===== src/rtl/irq_requester_if.sv =====
// Event/acknowledge bundle between peripheral event lines, the core's IRQ unit and irq_requester.
interface irq_requester_if #(
    parameter int unsigned NLINES = 30
);
    logic [NLINES-1:0] evt_i;
    logic [NLINES-1:0] mask_i;
    logic [31:0]       ack_i;
    logic              lost_clr_i;
    logic [31:0]       irq_o;
    logic [NLINES-1:0] pend_o;
    logic [NLINES-1:0] lost_o;

    // master: the requester itself; slave: the environment (peripherals + core IRQ unit)
    modport master (
        input  evt_i, mask_i, ack_i, lost_clr_i,
        output irq_o, pend_o, lost_o
    );

    modport slave (
        output evt_i, mask_i, ack_i, lost_clr_i,
        input  irq_o, pend_o, lost_o
    );
endinterface


===== src/rtl/irq_requester.sv =====
// Converts rising edges on peripheral event lines into level interrupt requests held until acked.
// Optional macro IRQ_REQ_COALESCE_EN: queue up to 2^CNT_W-1 extra events per line instead of dropping them.
module irq_requester #(
    parameter int unsigned BASE   = 2,
    parameter int unsigned NLINES = 30,
    parameter int unsigned CNT_W  = 4
) (
    input  logic           clk,
    input  logic           rst,
    irq_requester_if.master bus
);
    localparam logic [1:0] S_IDLE = 2'd0;
    localparam logic [1:0] S_REQ  = 2'd1;
    localparam logic [1:0] S_GAP  = 2'd2;

    if (BASE + NLINES > 32 || NLINES == 0 || CNT_W == 0) begin : g_bad_params
        $error("irq_requester: parameters out of range");
    end

    logic [NLINES-1:0] evt_q;
    logic [NLINES-1:0] req;
    logic [NLINES-1:0] pend;
    logic [NLINES-1:0] lost;
    logic [31:0]       irq;
    logic              unused_ok;

    always_ff @(posedge clk) begin
        if (rst) begin
            evt_q <= '0;
        end else begin
            evt_q <= bus.evt_i;
        end
    end

    for (genvar k = 0; k < NLINES; k++) begin : g_line
        logic [1:0] state;
        logic [1:0] state_nxt;
        logic       rise;
        logic       ack;
        logic       drop;
        logic       lost_q;
`ifdef IRQ_REQ_COALESCE_EN
        logic [CNT_W-1:0] cnt;
        logic [CNT_W-1:0] cnt_nxt;
`endif

        assign rise = bus.evt_i[k] & ~evt_q[k] & ~bus.mask_i[k];
        assign ack  = bus.ack_i[BASE+k];

        always_comb begin
            state_nxt = state;
            drop      = 1'b0;
`ifdef IRQ_REQ_COALESCE_EN
            cnt_nxt   = cnt;
`endif
            case (state)
                S_IDLE: begin
                    if (rise) begin
                        state_nxt = S_REQ;
                    end
                end
                S_REQ: begin
                    if (ack) begin
                        // a rise arriving with the ack reuses the GAP slot, so it never needs the counter
                        if (rise) begin
                            state_nxt = S_GAP;
`ifdef IRQ_REQ_COALESCE_EN
                        end else if (cnt != '0) begin
                            cnt_nxt   = cnt - 1'b1;
                            state_nxt = S_GAP;
`endif
                        end else begin
                            state_nxt = S_IDLE;
                        end
                    end else if (rise) begin
`ifdef IRQ_REQ_COALESCE_EN
                        if (cnt == '1) begin
                            drop = 1'b1;
                        end else begin
                            cnt_nxt = cnt + 1'b1;
                        end
`else
                        drop = 1'b1;
`endif
                    end
                end
                S_GAP: begin
                    state_nxt = S_REQ;
                    if (rise) begin
`ifdef IRQ_REQ_COALESCE_EN
                        if (cnt == '1) begin
                            drop = 1'b1;
                        end else begin
                            cnt_nxt = cnt + 1'b1;
                        end
`else
                        drop = 1'b1;
`endif
                    end
                end
                default: begin
                    state_nxt = S_IDLE;
                end
            endcase
        end

        always_ff @(posedge clk) begin
            if (rst) begin
                state  <= S_IDLE;
                lost_q <= 1'b0;
`ifdef IRQ_REQ_COALESCE_EN
                cnt    <= '0;
`endif
            end else begin
                state  <= state_nxt;
                lost_q <= drop | (lost_q & ~bus.lost_clr_i);
`ifdef IRQ_REQ_COALESCE_EN
                cnt    <= cnt_nxt;
`endif
            end
        end

        assign req[k]  = (state == S_REQ);
        assign pend[k] = (state != S_IDLE);
        assign lost[k] = lost_q;
    end

    always_comb begin
        irq                 = '0;
        irq[BASE +: NLINES] = req;
    end

    assign bus.irq_o  = irq;
    assign bus.pend_o = pend;
    assign bus.lost_o = lost;

    // ack bits outside the line range have no function
    assign unused_ok = &{1'b0, bus.ack_i};
endmodule


===== src/flat_wrapper.sv =====
// flat-port wrapper written by rule: the top's interface ports become plain ports
module irq_requester_flat 
#(
    parameter int unsigned BASE   = 2,
    parameter int unsigned NLINES = 30,
    parameter int unsigned CNT_W  = 4
)
  (clk, rst, bus_evt_i, bus_mask_i, bus_ack_i, bus_lost_clr_i, bus_irq_o, bus_pend_o, bus_lost_o);
  irq_requester_if #(.NLINES(NLINES)) bus_i ();
  input  logic clk;
  input  logic rst;
  input wire logic [$bits(bus_i.evt_i)-1:0] bus_evt_i;
  input wire logic [$bits(bus_i.mask_i)-1:0] bus_mask_i;
  input wire logic [$bits(bus_i.ack_i)-1:0] bus_ack_i;
  input wire logic [$bits(bus_i.lost_clr_i)-1:0] bus_lost_clr_i;
  output wire logic [$bits(bus_i.irq_o)-1:0] bus_irq_o;
  output wire logic [$bits(bus_i.pend_o)-1:0] bus_pend_o;
  output wire logic [$bits(bus_i.lost_o)-1:0] bus_lost_o;
  assign bus_i.evt_i = bus_evt_i;
  assign bus_i.mask_i = bus_mask_i;
  assign bus_i.ack_i = bus_ack_i;
  assign bus_i.lost_clr_i = bus_lost_clr_i;
  assign bus_irq_o = bus_i.irq_o;
  assign bus_pend_o = bus_i.pend_o;
  assign bus_lost_o = bus_i.lost_o;
  irq_requester #(.BASE(BASE), .NLINES(NLINES), .CNT_W(CNT_W)) u_core (.clk(clk), .rst(rst), .bus(bus_i));
endmodule

===== config.mk =====
export PLATFORM = sky130hd
export DESIGN_NAME = irq_requester_flat
export DESIGN_NICKNAME = d
export VERILOG_FILES = /design/src/rtl/irq_requester_if.sv /design/src/rtl/irq_requester.sv /design/src/flat_wrapper.sv
export SDC_FILE = /design/constraint.sdc
export NUM_CORES = 1
export LEC_CHECK = 0
export CORE_MARGIN = 4
export CORE_UTILIZATION = 66
export CTS_BUF_LIST = sky130_fd_sc_hd__clkbuf_8
export CTS_CLUSTER_SIZE = 40
export DETAILED_ROUTE_END_ITERATION = 16
export DONT_BUFFER_PORTS = 1
export HOLD_SLACK_MARGIN = 0.02
export PLACE_DENSITY = 0.88
export SETUP_SLACK_MARGIN = 0.15
export SLEW_MARGIN = 20
export SYNTH_ARGS = -nofsm -noshare
export SYNTH_HDL_FRONTEND = slang
export SYNTH_SLANG_ARGS = --single-unit

===== constraint.sdc =====
create_clock -name clk -period 1.61 [get_ports clk]
set_clock_uncertainty 0.1 [all_clocks]
set_input_delay 0.2415 -clock clk [delete_from_list [all_inputs] [get_ports clk]]
set_output_delay 0.2415 -clock clk [all_outputs]
set_load 0.01 [all_outputs]

==> results.json, run 1 <==
{
  "status": "did not finish",
  "stop_stage": "global routing (5_1_grt)",
  "error_message": "[ERROR DPL-0038] Utilization greater than 100%, impossible to legalize",
  "cts.htree.levels": 4,
  "async_flop_share_pct": 0,
  "ys_seq_area_share_pct": 33.83,
  "io_buffers": 0,
  "dp_slack_ns": 0.0003749,
  "ys_ff_latch": 120,
  "fp.dieH_um": 111.7,
  "place_hpwl_um": 11930,
  "root_buffer": "clkbuf_8",
  "grt_max_degree": 108,
  "die_x_um": 111.7,
  "cts_buffers": 17,
  "ys.flop_type": "dfxtp_1",
  "cts.sink_count": 120,
  "timing.grt.repair.worst_endpoint": "u_core.g_line[16].state[1]$_SDFFE_PP0P_/D",
  "yosysWarnings": 0,
  "io_pins": 187,
  "synth_cell_type_count": 41,
  "rows": 37,
  "netlist_instances": 765,
  "synth-edff-count": 0,
  "synthesis.area_um2": 7101,
  "synth.avg_cell_area_um2": 9.282,
  "gp_congestion": 0.8279,
  "worstEndpointType": "sequential cell input",
  "dp.cells": 857,
  "cts_buffer_depth": 2,
  "start_util_pct": 68.17
}
synth_stat cells, types with 13 or more instances:
| master | n | area share, % |
|---|---|---|
| or3b_2 | 13 | 1.6 |
| mux2_2 | 16 | 2.5 |
| o21ai_0 | 19 | 1.3 |
| ha_1 | 120 | 21 |
| inv_1 | 98 | 5.2 |
| nand3_1 | 14 | 0.99 |
| nor2b_1 | 51 | 4.5 |
| dfxtp_1 | 120 | 34 |
| o31ai_1 | 18 | 1.9 |
| nor2_1 | 46 | 2.4 |
| or3b_1 | 17 | 2.1 |
| a21oi_1 | 25 | 1.8 |
| nor3_1 | 16 | 1.1 |
| nand2_1 | 40 | 2.1 |
| o32ai_1 | 19 | 2.3 |
| buf_4 | 33 | 3.5 |
through the flow:
stage | utilization, % | instance area [µm²] | hold slack [ns]
CTS | 90.26 | 9402 | -0.2255
detailed placement | 67.81 | 7063 | 0.2245
global placement | 67.81 | 7063 | 0.2235
floorplan | - | 7181 | 0.2204
logic make-up after synthesis:
family	count (synthesis)	synth area share, %
simple gates	233	19.01
buf+inv	148	9.973
compound gates	124	13.02
fa+ha+maj	120	21.15
flops	120	33.83
mux	19	2.960
other cells	1	0.05281
what timing repair did:
action / in CTS
endpoints found under the hold margin: 100
setup endpoints to repair: 90
resized for setup: 293
setup buffers: 64
pin swaps: 38
hold buffers: 57
==> inputs of run 2 (changes only) <==
--- a/config.mk
+++ b/config.mk
@@ -6,14 +6,10 @@
 export NUM_CORES = 1
 export LEC_CHECK = 0
 export CORE_MARGIN = 4
-export CORE_UTILIZATION = 66
-export CTS_BUF_LIST = sky130_fd_sc_hd__clkbuf_8
-export CTS_CLUSTER_SIZE = 40
+export CORE_UTILIZATION = 40
 export DETAILED_ROUTE_END_ITERATION = 16
 export DONT_BUFFER_PORTS = 1
-export HOLD_SLACK_MARGIN = 0.02
-export PLACE_DENSITY = 0.88
-export SETUP_SLACK_MARGIN = 0.15
+export PLACE_DENSITY_LB_ADDON = 0.15
 export SLEW_MARGIN = 20
 export SYNTH_ARGS = -nofsm -noshare
 export SYNTH_HDL_FRONTEND = slang
==> results.json, run 2 <==
{
  "top_regs": "u_core.g_line.state x60, u_core.evt_q x30, u_core.g_line.lost_q x30",
  "rows": 48,
  "insertion_delay_ns": 0.41,
  "finalWorstSetupSlack_ns": 0.01286,
  "die_area_um2": 19950,
  "routed_wl_um": 17820,
  "grt_pass1_vias": 6003,
  "critPathKind": "primary input to flop",
  "vias": 5536,
  "root_buffer": "clkbuf_16",
  "place_hpwl_um": 12140,
  "post-route-drc-count": 0,
  "synth-edff-count": 0,
  "diodes": 0,
  "area_growth_pct": 25.09,
  "final_common_cell": "ha_1",
  "drt_iter0_drc": 125,
  "worstReg2RegStart": "u_core.evt_q[7]",
  "peakVddDrop_v": 0.0007185,
  "cts.htree.levels": 4,
  "netlist_instances": 765,
  "largest_reg_flops": 60,
  "fmax_ghz": 0.6261,
  "dp.cells": 969,
  "yosysTopAreaCellShare_pct": 33.83,
  "crit_family": "buffers and inverters",
  "report.final.slew_viol_count": 0,
  "fin_nets": 1071,
  "hold_class": "primary input to flop",
  "reg2reg_depth": 3,
  "antenna_found_initial": 0,
  "critical_path.max_stage_delay_ns": 0.54,
  "coreArea_um2": 17360,
  "fin_util_pct": 51.18,
  "status": "complete, no violations",
  "async_flop_share_pct": 0,
  "start_util_pct": 40.91,
  "power.density_nw_per_um2": 1198,
  "gr-usage-all-layers_pct": 18.00,
  "drt_first_pass_iters": 4,
  "path_buf_inv": 1,
  "fin_cells": 1094,
  "crit_slowest_cell": "dlygate4sd3_1",
  "synth_top_area_cell": "dfxtp_1",
  "top_register": "u_core.g_line.state",
  "io_pins": 187,
  "grt_pass1_wl_um": 29120,
  "synth-compound-area-share_pct": 13.02,
  "synthesis.area_um2": 7101,
  "die_x_um": 141.2,
  "synthXorXnorAreaFrac_pct": 0,
  "cts_buffer_depth": 2,
  "whs_endpoint": "u_core.g_line[8].lost_q",
  "clk_pin_slew_ns": 0.05,
  "r2r_setup_slack_ns": 0.05,
  "drive_above_1_share_pct": 20.71,
  "viasPerCell": 5.060,
  "setup_violations": 0,
  "io_buffers": 0,
  "ys.flop_type": "dfxtp_1",
  "min_period_over_period_pct": 99.20,
  "synth_cell_type_count": 41,
  "worstSetupEndpointType": "flop",
  "grt_max_degree": 58,
  "path_max_fanout": 3,
  "cts.sink_count": 120,
  "hold_viol_final": 0,
  "cts_tree": "built",
  "yosys.area_share.adder_pct": 21.15,
  "yosysWarnings": 0,
  "ys_top_cells_by_area": "dfxtp_1, ha_1, inv_1",
  "synthMuxAreaShare_pct": 2.960,
  "wire_per_inst_um": 16.29,
  "ys_ff_latch": 120,
  "final_cell_mix": "ha_1, dlygate4sd3_1, inv_1, dfxtp_1, nor2b_1",
  "hold_path_depth": 2,
  "gp_congestion": 0.7868,
  "ys_seq_area_share_pct": 33.83,
  "synthTopCellsByCount": "dfxtp_1, ha_1, inv_1",
  "fp.dieH_um": 141.2,
  "yosys.area_share.simple_pct": 19.01,
  "synth.avg_cell_area_um2": 9.282,
  "cts_buffers": 17,
  "crit_cells": 4,
  "ant_nets": 0,
  "worstPathRequired_ns": 1.80,
  "path_cells": "dlygate4sd3_1 > or3b_1 > a21oi_1 > mux2_2",
  "dp_slack_ns": 0.02630,
  "hold_start": "bus_mask_i[8]",
  "grt-ovfl-total": 0,
  "cap_viol_max_count": 0,
  "timing.rr.end": "u_core.g_line[7].state[0]",
  "arrival_ns": 1.79,
  "synth_top_family_by_area": "adder cells",
  "cts_setup_buffers": 0,
  "setup.worst_path.start_class": "primary input",
  "final_period_minus_worst_setup_slack_ns": 1.597,
  "leakage_uw": 0.003966
}
[run 2: cell counts after synthesis]
Identical to the previous run, type by type.
[run 2: report_power, final]
part           switching (µW)  internal, µW  total, µW
registers                 291          3340       3640
logic                    1830          1530       3360
clock network            1350          2300       3650
total                    3470          7170      10600
[run 2: worst register-to-register path: stages (launching register included)]
cell and delay (ns):
dfxtp_1 0.30, or3b_1 0.45, a21oi_1 0.25, mux2_2 0.35
[run 2: final cells by class]
cell class / instances / area [µm²]
Fill cell: 1567 / 8474
Multi-Input combinational cell: 498 / 4038
Sequential cell: 120 / 2455
Timing Repair Buffer: 121 / 1184
Clock buffer: 22 / 454.2
Inverter: 98 / 367.9
Tap cell: 225 / 281.5
Clock inverter: 10 / 102.6
[run 2: through the flow]
stage / hold slack [ns] / cell area [µm²] / setup TNS (ns) / power (µW)
2_1_floorplan: 0.2204 / 7104 / 0 / 5863
3_3_place_gp: 0.2221 / 7288 / 0 / 6540
3_5_place_dp: 0.2294 / 7288 / 0 / 6686
4_1_cts: 0.004432 / 8797 / 0 / 10640
5_1_grt: 0.004500 / 8882 / -0.04657 / 11340
6_report: 0.01914 / 8882 / 0 / 10640
[run 2: worst max path at each step]
stage | from | endpoint | slack, ns
3_5_place_dp | u_core.g_line[22].state[1] | u_core.g_line[22].state[0] | 0.03
2_1_floorplan | u_core.g_line[22].state[1] | u_core.g_line[22].state[0] | 0.08
5_1_grt | u_core.evt_q[7] | u_core.g_line[7].state[0] | -0.04
3_3_place_gp | u_core.g_line[22].state[1] | u_core.g_line[22].state[0] | 0.07
4_1_cts | u_core.g_line[25].state[0] | bus_pend_o[25] | 0.001
6_report | bus_mask_i[9] | u_core.g_line[9].state[0] | 0.01
[run 2: logic make-up after synthesis]
family | count (synthesis)
AND/OR/NAND/NOR | 233
adder cells (fa/ha/maj) | 120
buffers and inverters | 148
AO/OA/AOI/OAI | 124
other | 1
multiplexers | 19
flip-flops | 120
[run 2: layer usage]
layer / part of all wire [%] / vias up / global-route usage [%]
met5: 0 / - / 0
met4: 2.1 / 0 / 6.374
li1: - / 2739 / -
met1: 40 / 2650 / 19.84
met3: 6.2 / 23 / 5.427
met2: 51 / 124 / 32.61
[run 2: what timing repair did]
| item | 4_1_cts | 5_1_grt |
|---|---|---|
| endpoints found under the setup margin | 6 | 56 |
| resized for setup | 6 | 61 |
| hold endpoints to repair | 95 | 0 |
| hold buffers | 93 | 0 |
No activity file was read; power rests on OpenSTA's default activity.
